**config.mk**
```make
export PLATFORM = sky130hd
export DESIGN_NAME = cdb_arbiter
export DESIGN_NICKNAME = d
export VERILOG_FILES = /design/src/rtl/cdb_arbiter.sv
export SDC_FILE = /design/constraint.sdc
export NUM_CORES = 1
export LEC_CHECK = 0
export ABC_AREA = 1
export BUFFER_PORTS_ARGS = -buffer_cell sky130_fd_sc_hd__buf_4
export CORE_ASPECT_RATIO = 0.75
export CORE_MARGIN = 3
export CORE_UTILIZATION = 45
export DETAILED_ROUTE_END_ITERATION = 10
export GPL_ROUTABILITY_DRIVEN = 0
export MAX_ROUTING_LAYER = met4
export PLACE_DENSITY = 0.64
export SYNTH_ARGS = -nofsm -noshare
export SYNTH_HDL_FRONTEND = slang
export SYNTH_SLANG_ARGS = --single-unit
```
**constraint.sdc**
```tcl
create_clock -name clk_in -period 9.4 [get_ports clk_in]
set_input_delay 1.88 -clock clk_in [delete_from_list [all_inputs] [get_ports clk_in]]
set_output_delay 1.88 -clock clk_in [all_outputs]
set_load 0.02 [all_outputs]
```
**src/rtl/cdb_arbiter.sv**
```systemverilog
// Common data bus arbiter: one holding slot per result producer
// (0 = ALU 1, 1 = ALU 2, 2 = LSB), round-robin selection of one slot per
// cycle, and a registered broadcast of value, ROB tag and source index.
// rdy_in low freezes everything; clear_signal drops all held results.
module cdb_arbiter #(
  parameter int NUM_REQ   = 3,
  parameter int ROB_WIDTH = 4,
  parameter int REG_WIDTH = 32,
  localparam int SRC_W    = (NUM_REQ > 1) ? $clog2(NUM_REQ) : 1
) (
  input  logic                           clk_in,
  input  logic                           rst_in,
  input  logic                           rdy_in,
  input  logic                           clear_signal,
  input  logic [NUM_REQ-1:0]             req_valid,
  input  logic [NUM_REQ*REG_WIDTH-1:0]   req_value,
  input  logic [NUM_REQ*ROB_WIDTH-1:0]   req_tag,
  output logic [NUM_REQ-1:0]             req_ready,
  input  logic                           cdb_stall,
  output logic                           cdb_valid,
  output logic [REG_WIDTH-1:0]           cdb_value,
  output logic [ROB_WIDTH-1:0]           cdb_tag,
  output logic [SRC_W-1:0]               cdb_src,
  output logic [NUM_REQ-1:0]             pending
);

  logic [NUM_REQ-1:0]   pending_q, pending_d;
  logic [REG_WIDTH-1:0] slot_value_q [NUM_REQ];
  logic [REG_WIDTH-1:0] slot_value_d [NUM_REQ];
  logic [ROB_WIDTH-1:0] slot_tag_q   [NUM_REQ];
  logic [ROB_WIDTH-1:0] slot_tag_d   [NUM_REQ];
  logic [SRC_W-1:0]     rr_ptr_q, rr_ptr_d;

  logic                 cdb_valid_q, cdb_valid_d;
  logic [REG_WIDTH-1:0] cdb_value_q, cdb_value_d;
  logic [ROB_WIDTH-1:0] cdb_tag_q, cdb_tag_d;
  logic [SRC_W-1:0]     cdb_src_q, cdb_src_d;

  logic                 flow_en;
  logic                 grant_any;
  logic [SRC_W-1:0]     grant_idx;
  logic [NUM_REQ-1:0]   grant;
  logic [NUM_REQ-1:0]   accept;
  int                   scan_dist;
  int                   scan_best;

  // Slots move only when the pipeline is running and no flush is in progress.
  assign flow_en = rdy_in & ~clear_signal;

  // Round-robin pick: the occupied slot closest to rr_ptr going upward wins.
  always_comb begin
    grant_any = 1'b0;
    grant_idx = '0;
    scan_dist = 0;
    scan_best = NUM_REQ;
    if (flow_en && !cdb_stall) begin
      for (int j = 0; j < NUM_REQ; j++) begin
        scan_dist = j - int'(rr_ptr_q);
        if (scan_dist < 0) begin
          scan_dist = scan_dist + NUM_REQ;
        end
        if (pending_q[j] && (scan_dist < scan_best)) begin
          scan_best = scan_dist;
          grant_idx = SRC_W'(j);
          grant_any = 1'b1;
        end
      end
    end
    grant = grant_any ? (NUM_REQ'(1) << grant_idx) : '0;
  end

  // A slot that is being broadcast this cycle can be refilled at the same edge.
  assign req_ready = {NUM_REQ{flow_en}} & (~pending_q | grant);
  assign accept    = req_valid & req_ready;

  // Next-state for slots, broadcast registers and the round-robin pointer.
  always_comb begin
    pending_d    = pending_q;
    slot_value_d = slot_value_q;
    slot_tag_d   = slot_tag_q;
    rr_ptr_d     = rr_ptr_q;
    cdb_valid_d  = cdb_valid_q;
    cdb_value_d  = cdb_value_q;
    cdb_tag_d    = cdb_tag_q;
    cdb_src_d    = cdb_src_q;
    if (rdy_in) begin
      if (clear_signal) begin
        pending_d   = '0;
        cdb_valid_d = 1'b0;
        rr_ptr_d    = '0;
      end else begin
        pending_d = (pending_q & ~grant) | accept;
        for (int i = 0; i < NUM_REQ; i++) begin
          if (accept[i]) begin
            slot_value_d[i] = req_value[i*REG_WIDTH +: REG_WIDTH];
            slot_tag_d[i]   = req_tag[i*ROB_WIDTH +: ROB_WIDTH];
          end
        end
        cdb_valid_d = grant_any;
        if (grant_any) begin
          // Broadcast reads the old slot contents even when it is refilled now.
          cdb_value_d = slot_value_q[grant_idx];
          cdb_tag_d   = slot_tag_q[grant_idx];
          cdb_src_d   = grant_idx;
          rr_ptr_d    = (grant_idx == SRC_W'(NUM_REQ - 1)) ? '0 : grant_idx + SRC_W'(1);
        end
      end
    end
  end

  // State registers with asynchronous active-low reset.
  always_ff @(posedge clk_in or negedge rst_in) begin
    if (!rst_in) begin
      pending_q   <= '0;
      rr_ptr_q    <= '0;
      cdb_valid_q <= 1'b0;
      cdb_value_q <= '0;
      cdb_tag_q   <= '0;
      cdb_src_q   <= '0;
      for (int i = 0; i < NUM_REQ; i++) begin
        slot_value_q[i] <= '0;
        slot_tag_q[i]   <= '0;
      end
    end else begin
      pending_q    <= pending_d;
      rr_ptr_q     <= rr_ptr_d;
      cdb_valid_q  <= cdb_valid_d;
      cdb_value_q  <= cdb_value_d;
      cdb_tag_q    <= cdb_tag_d;
      cdb_src_q    <= cdb_src_d;
      slot_value_q <= slot_value_d;
      slot_tag_q   <= slot_tag_d;
    end
  end

  assign pending   = pending_q;
  assign cdb_valid = cdb_valid_q;
  assign cdb_value = cdb_value_q;
  assign cdb_tag   = cdb_tag_q;
  assign cdb_src   = cdb_src_q;

endmodule
```
Word-level counts from Yosys, hierarchy flattened. Cells that the tools add are included. Widths: inputs -> output; s select.

Output and inout port bits: 45. Bits in registers: 152. Input bits: 116.

Reduce and logical (&&, ||, !) cells: 11. Bitwise gates (word level): 10. Order comparisons: 7. $add $sub $neg: 7. Eq/ne operators: 1. Shifts and indexed selects: 1. Muxes and demuxes: 29.

Operators with widths (number): $mux 32 (12); $bmux 32 s2 (1); $lt 32x32->1 (2); $lt 32x3->1 const B (1); $add 3x3->4 const B (3); $reduce_and 3->1 (4); $mux 2 (5); $and 3x3->3 (3); $lt 3x1->1 const B (3); $bmux 4 s2 (1); $mux 4 (2); $mux 1 (6); $mux 3 (2); $not 3->3 (2); $or 3x3->3 (2); $sub 1x2->3 const A (2); $logic_and 1x1->1 (4); $ge 3x3->1 const B (1); $not 2->3 (1); $shl 1x2->3 const A (1); $sub 2x2->3 const A (1); $add 2x1->2 const B (1); $eq 2x2->1 const B (1); $reduce_and 2->1 (1); 4 further kinds (4).

Longest topological paths before layout.
Depth after elaboration: 23. Depth in mapped cells: 27. Depth with buffers taken out: 25.

Least setup slack after synthesis. Ideal clock, no wire load.

Path kind: input -> output. From: in clear_signal. To: out req_ready[1]. Path slack: 4.221 ns. Arrival time: 3.299 ns. Stages on the path: 9. Required time: 7.520 ns. Buffers on the path: 2. Cells stage by stage: inv_1 nand2_1 nor2_1 inv_1 nor2_1 buf_2 nand2_2 clkbuf_1 a21oi_1.

Cells in the longest elaborated chain, start to end: 8. Elaborated cells between the ends (all ways): 9. Those cells by class: shift: 1; mux: 3; bitwise: 4; reduce/logical: 1.

Ends and longest elaborated chain: start: declaration (line 14) `input logic clear_signal,`; $not 1->1 (no line) (*); $and 1x1->1 (*) (line 48) `assign flow_en = rdy_in & ~clear_signal;`; $logic_and 1x1->1 (line 56) `if (flow_en && !cdb_stall) begin`; $mux 2 (line 56); $shl 1x2->3 (line 69) `grant = grant_any ? (NUM_REQ'(1) << grant_idx) : '0;`; $mux 3 (line 69); $or 3x3->3 (line 73) `assign req_ready = {NUM_REQ{flow_en}} & (~pending_q | grant);`; $and 3x3->3 (*) (line 73); end: declaration (line 18) `output logic [NUM_REQ-1:0] req_ready,`.

Mark *: on every way between the ends. The rest lies on a longest branch, timed or not.

Final worst setup path.
From: reg rr_ptr_q[0]. To: out req_ready[1].

Cells in the longest elaborated chain, start to end: 20. Elaborated cells between the ends (all ways): 36. Those cells by class: add/sub: 6; order compare: 6; shift: 1; mux: 18; bitwise: 2; reduce/logical: 3.

Ends and longest elaborated chain: start: declaration (line 32) `logic [SRC_W-1:0] rr_ptr_q, rr_ptr_d;`; start signal: assignment (line 126) `rr_ptr_q <= rr_ptr_d;`; $sub 1x2->3 (line 58) `scan_dist = j - int'(rr_ptr_q);`; $add 3x3->4 or $lt 3x1->1 (tied branches) (line 60, 59); $mux 32 (line 59) `if (scan_dist < 0) begin`; $mux 32 (line 56); $lt 32x3->1 (line 62) `if (pending_q[j] && (scan_dist < scan_best)) begin`; $logic_and 1x1->1 (line 62); $mux 32 (line 62); $mux 32 (line 56); (+4 left out); $lt 32x32->1 (line 62); $logic_and 1x1->1 (line 62); $mux 2 (line 62); $mux 2 (line 56); $shl 1x2->3 (line 69); $mux 3 (*) (line 69); $or 3x3->3 (*) (line 73); $and 3x3->3 (*) (line 73).

Mark *: on every way between the ends. The rest lies on a longest branch, timed or not. The select of a mux whose other input is x is not followed.

==> results by group <==
Status
  – Status: complete, no violations

Floorplan
  – # rows: 41
  – Starting Density: 0.4643
  – Die area: 19160 µm²
  – Core Region: 16980 µm²
  – IO Pins: 161
  – Die Width: 158.8 µm
  – Die height: 120.6 µm

Synthesis
  – Post-synth top flop: dfrtp_1
  – Ys Warns: 0
  – Register area share after synthesis: 0.4825
  – Flops & latches, synth: 152
  – Ys async rst share: 1.000
  – Ranking of synthesized cells by area: dfrtp_1, nand2_1, nand4_1
  – Share of the synthesized area in the top cell type: 0.4825
  – Syn_nets: 1147
  – Mapped Area: 7884 µm²
  – Post-synth top cells: nand2_1, dfrtp_1, nand4_1, inv_1, nand3_1
  – Post-synth EDFFs: 0
  – Mapped Avg Cell Area: 7.729 µm²
  – Synth Instances: 1020
  – Most numerous cell in the Yosys netlist: nand2_1
  – Count of different cell masters after synthesis: 25
  – Most area-hungry cell type in the Yosys netlist: dfrtp_1

Critical path
  – R2r endpoint: slot_tag_q[6]$_DFFE_PN0P_
  – Critical Path, Cell by Cell: inv_1, ha_1, inv_1, o31ai_1, nor2_1, ha_1, nand2_1, nand2_1, nand2_2, nand2_4, o21ai_0, ha_1, nand2_1, nand2_1, nand2_1, nand2_2, nand2_4, nand2_4, nand2_2, a21oi_1, buf_4
  – Cell mode on critical path: nand2_1
  – Worst r2r src: rr_ptr_q[0]$_DFFE_PN0P_
  – Reg2Reg Setup Slack: 3530 ps
  – CP required: 7520 ps
  – WP data arrival: 4970 ps
  – Setup crit start: rr_ptr_q[0]$_DFFE_PN0P_
  – Worst path max stage delay: 780 ps
  – Critical path start-end classification: reg -> out
  – Critical Path Start Type: flop
  – Worst Setup End Kind: output port
  – Critical path peak fanout: 40
  – Slowest-stage cell, CP: nand2_2
  – Setup crit end: req_ready[1]
  – R2r worst-path depth: 25

CTS
  – Number of post-CTS setup repair buffers: 0
  – Max clock buf depth: 2
  – Clk sinks: 152
  – CTS buffer count: 17
  – Cts hold-fix bufs: 0
  – CTS clk-pin slew, worst paths: 60 ps
  – CTS tree: built
  – H-tree depth: 4
  – Clock Tree Root: clkbuf_16
  – Cts repair resizes: 0
  – Worst skew pair latency: 430 ps

Drt
  – Final WL: 22910 µm
  – Total number of vias: 7213
  – Number of detailed-route iterations in the first pass: 5
  – Avg WL per Cell: 16.69 µm
  – Initial drt markers: 571
  – Via density: 5.253
  – Post-route ant nets: 0
  – Residual DRC: 0

GRT
  – Initial antenna violation count: 0
  – Pin count of the biggest net entering global routing: 86
  – First-pass GRT wire length: 37540 µm
  – Total GRT Usage: 0.2524
  – Overflow after GRT: 0
  – Vias in the first global route: 6936

STA
  – Max-slew headroom: 0.3983
  – Slew Limit Fails: 0
  – Highest Clock Rate: 0.1460 GHz
  – Fin Setup TNS: 0 ps
  – Setup Skew: 15.63 ps
  – Fin. Hold Viols: 0
  – Worst-Margin Slew: 900.4 ps
  – Final setup viols: 0
  – Period minus WS final: 6847 ps
  – RSZ-0062 raised after global routing: no
  – Fin crit share: 0.7284

Power and ir drop
  – Static leakage power: 5.381 nW
  – Pwr/cell area: 235.8 nW/µm²
  – Peak VDD IR: 0.0001141 V

Layout
  – Fin nets: 1251
  – Final cell count without fillers: 1373
  – Diode count: 0
  – Layout area overhead: 21.89%
  – Fraction of layout cells with a size suffix above 1: 0.1909

Min path
  – Worst hold-check path type: reg -> reg

Placement
  – IO buf count: 160
  – HPWL Detailed: 14540 µm
  – Placed cell count: 1341

Job
  – Max-cap viol count: 0
## per-layer routing
metal | vias up | part of all wire | GRT usage
met5 | - | 0 | -
met3 | 16 | 0.071 | 0.05000
met2 | 266 | 0.44 | 0.3805
met1 | 3424 | 0.48 | 0.3562
met4 | 0 | 0.010 | 0.05796
li1 | 3507 | - | -
## placed cells by master, fill, tap and decap left out
| cell | instances |
|---|---|
| buf_6 | 1 |
| nor2_1 | 4 |
| a21oi_1 | 5 |
| clkinvlp_4 | 3 |
| clkbuf_16 | 17 |
| clkinv_2 | 2 |
| conb_1 | 1 |
| nor2_2 | 1 |
| o31ai_1 | 1 |
| nand2_4 | 6 |
| ha_1 | 11 |
| nor2_4 | 2 |
| clkbuf_8 | 2 |
| nand3_1 | 76 |
| inv_1 | 95 |
| dfrtp_1 | 152 |
| nand2_1 | 424 |
| nand4_1 | 144 |
| bufinv_16 | 3 |
| nand3_2 | 2 |
| nand3_4 | 2 |
| nand2_2 | 5 |
| nor3_1 | 1 |
| inv_6 | 1 |
| inv_2 | 1 |
| clkinv_4 | 5 |
| buf_4 | 164 |
| o21ai_0 | 6 |
## sequential cells by signal, summed over array words and instances, names as in the netlist
signal	count
slot_tag_q	12
slot_value_q	96
cdb_valid	1
pending	3
cdb_src	2
cdb_tag	4
rr_ptr_q	2
cdb_value	32
## cell families (layout without fill, tap and decap cells)
kind of cell	Yosys count	after routing	synth area share
adders and majority gates	11	11	0.01746
AOI/OAI and AO/OA	12	12	0.007935
buffers and inverters	177	294	0.1035
DFF	152	152	0.4825
other	1	1	0.0004757
and+or+nand+nor	667	667	0.3882
## critical path, delay by kind of cell (launching register included)
kind | cells | cell delay [ps]
AO/OA/AOI/OAI | 3 | 710
adder cells (fa/ha/maj) | 3 | 780
buffers and inverters | 3 | 400
flip-flops | 1 | 430
AND/OR/NAND/NOR | 12 | 2130
## worst min-delay path by stage
stage | start | endpoint | slack, ps | depth (start not counted)
floorplan | slot_tag_q[0]$_DFFE_PN0P_ | slot_tag_q[0]$_DFFE_PN0P_ | 440 | 2
global placement | slot_value_q[20]$_DFFE_PN0P_ | slot_value_q[20]$_DFFE_PN0P_ | 450 | 2
detailed placement | slot_value_q[63]$_DFFE_PN0P_ | slot_value_q[63]$_DFFE_PN0P_ | 460 | 2
CTS | slot_value_q[63]$_DFFE_PN0P_ | slot_value_q[63]$_DFFE_PN0P_ | 470 | 2
global route | slot_value_q[45]$_DFFE_PN0P_ | slot_value_q[45]$_DFFE_PN0P_ | 490 | 2
finish | slot_value_q[16]$_DFFE_PN0P_ | slot_value_q[16]$_DFFE_PN0P_ | 470 | 2
## final cells by class
| type | count | area, µm² |
|---|---|---|
| Clock inverter | 13 | 170.2 |
| Timing Repair Buffer | 165 | 1242 |
| Inverter | 97 | 365.4 |
| Clock buffer | 19 | 452.9 |
| Tap cell | 236 | 295.3 |
| Fill cell | 1671 | 7371 |
| Sequential cell | 152 | 3804 |
| Multi-Input combinational cell | 691 | 3279 |
## where the power goes
| group | switching (mW) | internal [mW] |
|---|---|---|
| Sequential | 0.102 | 0.826 |
| Combinational | 0.385 | 0.234 |
| Clock | 0.285 | 0.434 |
| Total | 0.772 | 1.49 |
## metrics by stage
step / total power, mW / utilization / hold slack (ps) / setup WS [ps] / instance area, µm²
2_1_floorplan: 1.315 / - / 441.9 / 4221 / 7884
3_3_place_gp: 1.546 / 0.5292 / 453.2 / 2775 / 8986
3_5_place_dp: 1.556 / 0.5292 / 458.8 / 2716 / 8986
4_1_cts: 2.279 / 0.5659 / 474.0 / 2592 / 9609
5_1_grt: 2.400 / 0.5659 / 490.0 / 2121 / 9609
6_report: 2.266 / 0.5659 / 469.3 / 2553 / 9609
Note: power is estimated with default switching activity, not from simulation.
